File: config.mk
export PLATFORM = sky130hd
export DESIGN_NAME = serial_sub4
export DESIGN_NICKNAME = d
export VERILOG_FILES = /design/src/rtl/serial_sub4_pkg.sv /design/src/rtl/serial_sub4_fs.sv /design/src/rtl/serial_sub4.sv
export SDC_FILE = /design/constraint.sdc
export NUM_CORES = 1
export LEC_CHECK = 0
export BUFFER_PORTS_ARGS = -buffer_cell sky130_fd_sc_hd__buf_2
export CAP_MARGIN = 10
export CORE_MARGIN = 3
export CORE_UTILIZATION = 52
export DETAILED_ROUTE_END_ITERATION = 12
export PLACE_DENSITY = 0.78
export SYNTH_ARGS = -nofsm -noshare
export SYNTH_HDL_FRONTEND = slang
export SYNTH_SLANG_ARGS = --single-unit
File: constraint.sdc
create_clock -name clk -period 1.9 [get_ports clk]
set_input_delay 0.38 -clock clk [delete_from_list [all_inputs] [get_ports clk]]
set_output_delay 0.38 -clock clk [all_outputs]
set_load 0.02 [all_outputs]
File: src/rtl/serial_sub4_pkg.sv
// Shared types and constants for the bit-serial subtractor.
package serial_sub4_pkg;

  localparam int WIDTH_DEF = 4;

  typedef enum logic [1:0] {
    IDLE  = 2'd0,
    SHIFT = 2'd1,
    DONE  = 2'd2
  } state_e;

  function automatic int cnt_w(input int w);
    return $clog2(w + 1);
  endfunction

  localparam int CNT_W = cnt_w(WIDTH_DEF);

endpackage

File: src/rtl/serial_sub4_fs.sv
// One-bit full subtractor used once per serial step.
module full_subtractor (
  output logic diff,
  output logic bout,
  input  logic a,
  input  logic b,
  input  logic bin
);

  assign diff = a ^ b ^ bin;
  assign bout = (~a & b) | (~(a ^ b) & bin);

endmodule

File: src/rtl/serial_sub4.sv
// Bit-serial a - b - bin, LSB first, one bit per clock.
module serial_sub4
  import serial_sub4_pkg::*;
#(
  parameter int WIDTH = WIDTH_DEF
) (
  input  logic             clk,
  input  logic             rst_n,
  input  logic             start,
  input  logic [WIDTH-1:0] a,
  input  logic [WIDTH-1:0] b,
  input  logic             bin,
  output logic [WIDTH-1:0] d,
  output logic             bout,
  output logic             busy,
  output logic             done
);

  localparam int CW = cnt_w(WIDTH);

  state_e           state_q, state_d;
  logic [WIDTH-1:0] a_q, a_d;
  logic [WIDTH-1:0] b_q, b_d;
  logic [WIDTH-1:0] d_q, d_d;
  logic             brw_q, brw_d;
  logic             bout_q, bout_d;
  logic [CW-1:0]    cnt_q, cnt_d;
  logic             fs_diff, fs_bout;
  logic             last;
  logic             accept;

  full_subtractor u_fs (
    .diff (fs_diff),
    .bout (fs_bout),
    .a    (a_q[0]),
    .b    (b_q[0]),
    .bin  (brw_q)
  );

  assign last   = (cnt_q == CW'(WIDTH - 1));
  assign accept = start && (state_q != SHIFT);

  always_ff @(posedge clk or negedge rst_n) begin
    if (!rst_n) begin
      state_q <= IDLE;
      a_q     <= '0;
      b_q     <= '0;
      d_q     <= '0;
      brw_q   <= 1'b0;
      bout_q  <= 1'b0;
      cnt_q   <= '0;
    end else begin
      state_q <= state_d;
      a_q     <= a_d;
      b_q     <= b_d;
      d_q     <= d_d;
      brw_q   <= brw_d;
      bout_q  <= bout_d;
      cnt_q   <= cnt_d;
    end
  end

  always_comb begin
    state_d = state_q;
    unique case (state_q)
      IDLE:    if (start) state_d = SHIFT;
      SHIFT:   if (last) state_d = DONE;
      DONE:    state_d = start ? SHIFT : IDLE;
      default: state_d = IDLE;
    endcase
  end

  // Result bits enter the minuend register from the top as it drains.
  always_comb begin
    a_d    = a_q;
    b_d    = b_q;
    d_d    = d_q;
    brw_d  = brw_q;
    bout_d = bout_q;
    cnt_d  = cnt_q;
    if (accept) begin
      a_d   = a;
      b_d   = b;
      brw_d = bin;
      cnt_d = '0;
    end else if (state_q == SHIFT) begin
      a_d   = {fs_diff, a_q[WIDTH-1:1]};
      b_d   = {1'b0, b_q[WIDTH-1:1]};
      brw_d = fs_bout;
      cnt_d = cnt_q + CW'(1);
      if (last) begin
        d_d    = a_d;
        bout_d = fs_bout;
      end
    end
  end

  always_comb begin
    busy = 1'b0;
    done = 1'b0;
    unique case (1'b1)
      (state_q == SHIFT): busy = 1'b1;
      (state_q == DONE):  done = 1'b1;
      default: ;
    endcase
  end

  assign d    = d_q;
  assign bout = bout_q;

endmodule

== Yosys cells after proc, flatten, opt, wreduce, memory -nomap -nowiden ==
Cells that the tools add are included.
Cells by class
  muxes and demuxes: 14
  reductions and logical operators: 5
  add/subtract/negate cells: 1
  bitwise operators: 8
  equal/unequal tests: 6
Operator list (number)
  $mux W4: 4
  $mux W3: 2
  $pmux W2 S3: 1
  $mux W1: 5
  $mux W2: 2
  $ne A2 B2 Y1 const B: 2
  $add A3 B1 Y3 const B: 1
  $eq A3 B2 Y1 const B: 1
  $not A1 Y1: 3
  $reduce_and A3 Y1: 1
  $and A1 B1 Y1: 2
  $eq A2 B1 Y1 const B: 1
  $eq A2 B2 Y1 const B: 1
  $logic_not A2 Y1: 1
  $ne A2 B1 Y1 const B: 1
  $reduce_and A2 Y1: 1
  $reduce_bool A2 Y1: 1
  $xor A1 B1 Y1: 2
  $logic_and A1 B1 Y1: 1
  $or A1 B1 Y1: 1
Word-level totals
  input port bits: 12
  flip-flop bits (word level): 19
  logic and storage cells: 41
  output and inout bits: 7

== Longest topological paths before layout ==
  depth after elaboration: 6
  mapped depth: 4

== By module ==
A second synthesis with hierarchy kept.
Unflattened totals
  cells, all modules: 64
  area total of the unflattened synthesis: 930.9 um2
By module, submodules not included
  serial_sub4: times used 1, cells an instance 60, area an instance 899.6 um2
  full_subtractor: times used 1, cells an instance 4, area an instance 31.3 um2

== Worst setup path after synthesis ==
No wires, ideal clock.
  kind: register to register
  start point: register cnt_q[0]
  end point: register d_q[0], in the netlist d[0]
  cell stages (with the launch flop): 5
  slack: 478 ps
  setup time: 125 ps
  arrival: 1298 ps
  clock period less this slack: 1422 ps
  buffers on the path: 0
  cells stage by stage: dfrtp_1 > ha_1 > ha_1 > nand3b_1 > mux2_2
Between the ends
  cells in the longest elaborated chain, start to end: 2
Ends and longest elaborated chain
  from (decl): RTL line serial_sub4.sv:27  | logic [CW-1:0] cnt_q, cnt_d;
  from (signal assigned): RTL line serial_sub4.sv:59  | cnt_q <= cnt_d;
  $eq A3 B2 Y1: RTL line serial_sub4.sv:40  | assign last = (cnt_q == CW'(WIDTH - 1));
  $reduce_and A3 Y1 (no source line)
  to (signal assigned): RTL line serial_sub4.sv:48  | d_q <= '0;
  to (signal assigned): RTL line serial_sub4.sv:56  | d_q <= d_d;
  to (decl): RTL line serial_sub4.sv:24  | logic [WIDTH-1:0] d_q, d_d;
No other way between the ends.
A chain may end at the register's enable or synchronous reset.

== Worst setup path in the final report ==
  start point: register state_q[1]
  end point: output busy
Between the ends
  cells in the longest elaborated chain, start to end: 2
Ends and longest elaborated chain
  from (decl): RTL line serial_sub4.sv:21  | state_e state_q, state_d;
  from (signal assigned): RTL line serial_sub4.sv:53  | state_q <= state_d;
  $eq A2 B1 Y1: RTL line serial_sub4.sv:102  | (state_q == SHIFT): busy = 1'b1;
  $mux W1: RTL line serial_sub4.sv:101  | unique case (1'b1)
  to (decl): RTL line serial_sub4.sv:15  | output logic busy,
No other way between the ends.

==> impl_metrics.tcl <==
set metrics [dict create \
    status "finished with violations" \
    violations "hold timing" \
    min_period_ns 1.665 \
    synth_nets 79 \
    max_slew.worst_pin.slew_ns 0.4035 \
    die_h_um 48.06 \
    routed_via_density 5.129 \
    timing.rr.start "cnt_q[0]" \
    postCtsResizedCells 0 \
    synth_area_um2 919.6 \
    grt_max_degree 20 \
    cp.arrival_ns 1.28 \
    synthesis.instances 64 \
    post_cts_buffers 0 \
    r2r_end "d[1]" \
    end_kind "output pin" \
    antenna_found_initial 0 \
    yosysSeqAreaShare_pct 51.70 \
    r2r_setup_slack_ns 0.40 \
    antenna_cells 0 \
    numCtsBuffers 3 \
    synth_top_area_share_pct 51.70 \
    vias 518 \
    setup_violations 0 \
    power.total_mw 1.711 \
    path_max_fanout 6 \
    firstDrtPassIters 4 \
    fin_area_um2 1046 \
    post-route-period-util_pct 87.63 \
    hp-class "input port to asynchronous set/reset pin" \
    h-tree-depth 1 \
    slowest_stage "dfrtp_1" \
    start_util_pct 58.33 \
    setup_tns_ns 0 \
    yosys.area.top_type "dfrtp_1" \
    fp-row-count 14 \
    skew_ns 0.01092 \
    die-area_um2 2309 \
    finalHoldViolations 11 \
    r2r_cells 4 \
    wl_per_cell_um 14.14 \
    cpPeakStageDelay_ns 0.41 \
    final_antenna_net_count 0 \
    nets 101 \
    cts_hold_buf 0 \
    power.density_nw_per_um2 1635 \
    layout-drive-gt1-share_pct 49.41 \
    dp_hpwl_um 1081 \
    drt_iter0_markers 3 \
    cap_violations 0 \
    synth_cell_type_count 15 \
    first_global_vias 531 \
    clockBufferDepth 2 \
    syn_area_per_cell_um2 14.37 \
    critPathTopFamily "flip-flops" \
    crit_type "flip-flop to output pin" \
    p_leak_nw 0.5484 \
    ys_top_cells_by_area "dfrtp_1 52%, mux2_2 13%, mux2_4 13%" \
    placed_area_um2 1018 \
    grt_pass1_wl_um 2311 \
    max_slew_margin_pct 73.10 \
    root_buffer "clkbuf_4" \
    io_pins 19 \
    port_buffers 18 \
    required_ns 1.52 \
    layout-area-overhead-vs-synth_pct 13.74 \
    ir_drop_mv 0.8953 \
    cp.buffers_inverters 2 \
    routed_wl_um 1428 \
    core_area_um2 1577 \
    yosys_register_bits 19 \
    placedCellCount 97 \
    gp_congestion 0.7280 \
    cts_tree "yes" \
    clkSinkCount 19 \
    path_cells "nand2b_1, inv_1, buf_2" \
    ys_warn_count 0 \
    slew_viol_final 0 \
    fp.dieW_um 48.06 \
    grt_overflow 0 \
    path_clk_slew_ns 0.11 \
    fmax_mhz 600.6 \
    start_kind "flip-flop" \
    insertion_delay_ns 0.29 \
    hold_ws_ns -0.006875 \
    stdcell_count 101 \
    rsz0062_at_grt "no" \
    drc 0 \
    grt_usage_pct 15.27 \
]
-- cells in the mapped netlist --
library cell	count
fa_1	1
o22ai_1	1
inv_1	7
mux2_4	8
and2b_1	1
dfrtp_1	19
nand3b_1	1
mux2i_1	6
nand2b_1	3
mux2_2	11
buf_6	1
nor2_1	1
buf_4	1
nor2b_1	1
ha_1	2
-- state kept, by name, summed over array words and instances (netlist names) --
name	flops
a_q	4
b_q	4
d	4
cnt_q	3
state_q	2
bout	1
brw_q	1
-- worst max-delay path by stage --
stage,cells past startpoint,slack [ns],end,start
after floorplan,4,0.48,d[0],cnt_q[0]
after global placement,4,0.42,d[2],cnt_q[0]
after detailed placement,4,0.40,d[0],cnt_q[0]
after CTS,3,0.22,busy,state_q[1]
after global routing,3,0.12,busy,state_q[1]
final,3,0.24,busy,state_q[1]
-- kinds of logic (layout without fill, tap and decap cells) --
family	after synthesis	after routing	share of synthesized area, %
muxes	25	25	33.06
DFF	19	19	51.70
adders and majority gates	3	3	4.898
buffers and inverters	9	30	4.899
and+or+nand+nor	7	7	4.763
AOI/OAI and AO/OA	1	1	0.6807
-- cell type report --
cell class                 instances  area (um^2)
clock inverter                     1        5.005
clock buffer                       3        22.52
multi-input combinational         36        399.1
inverter                           7        26.28
tap                               16        20.02
fill                             135        530.5
sequential                        19        475.5
timing repair buffer              19        97.59
-- where the power goes --
part	internal, mW	leakage (nW)	switching (mW)
Clock	0.0783	0.0177	0.119
Combinational	0.441	0.300	0.362
Sequential	0.596	0.230	0.115
Total	1.12	0.548	0.596
-- worst register-to-register path: cells and delay by family, from the launching register on --
kind	cells	cell delay, ns
simple gates	1	0.24
fa+ha+maj	2	0.39
mux	1	0.37
flops	1	0.41
-- stage by stage --
stage	setup WS, ns	util (%)
CTS	0.2244	66.35
global route	0.1178	66.35
global placement	0.4156	64.60
floorplan	0.4775	-
detailed placement	0.3969	64.60
finish	0.2351	66.35
-- metal layers --
| layer | wire [um] | vias up | GRT usage [%] |
|---|---|---|---|
| met5 | 0 | - | 0 |
| met2 | 654 | 14 | 21.90 |
| li1 | - | 258 | - |
| met3 | 69 | 2 | 4.511 |
| met1 | 690 | 244 | 21.36 |
| met4 | 12 | 0 | 6.452 |
-- placed cells by master, fill, tap and decap left out --
cell type  Yosys  final
nor2b_1        1      1
nand3b_1       1      1
nand2b_1       3      3
mux2_2        11     11
buf_2          0     18
clkinv_2       0      1
o22ai_1        1      1
fa_1           1      1
mux2_4         8      8
mux2i_1        6      6
clkbuf_4       0      3
dfrtp_1       19     19
ha_1           2      2
inv_1          7      7
and2b_1        1      1
nor2_1         1      1
buf_4          1      1
(Power assumes the default switching activity.)
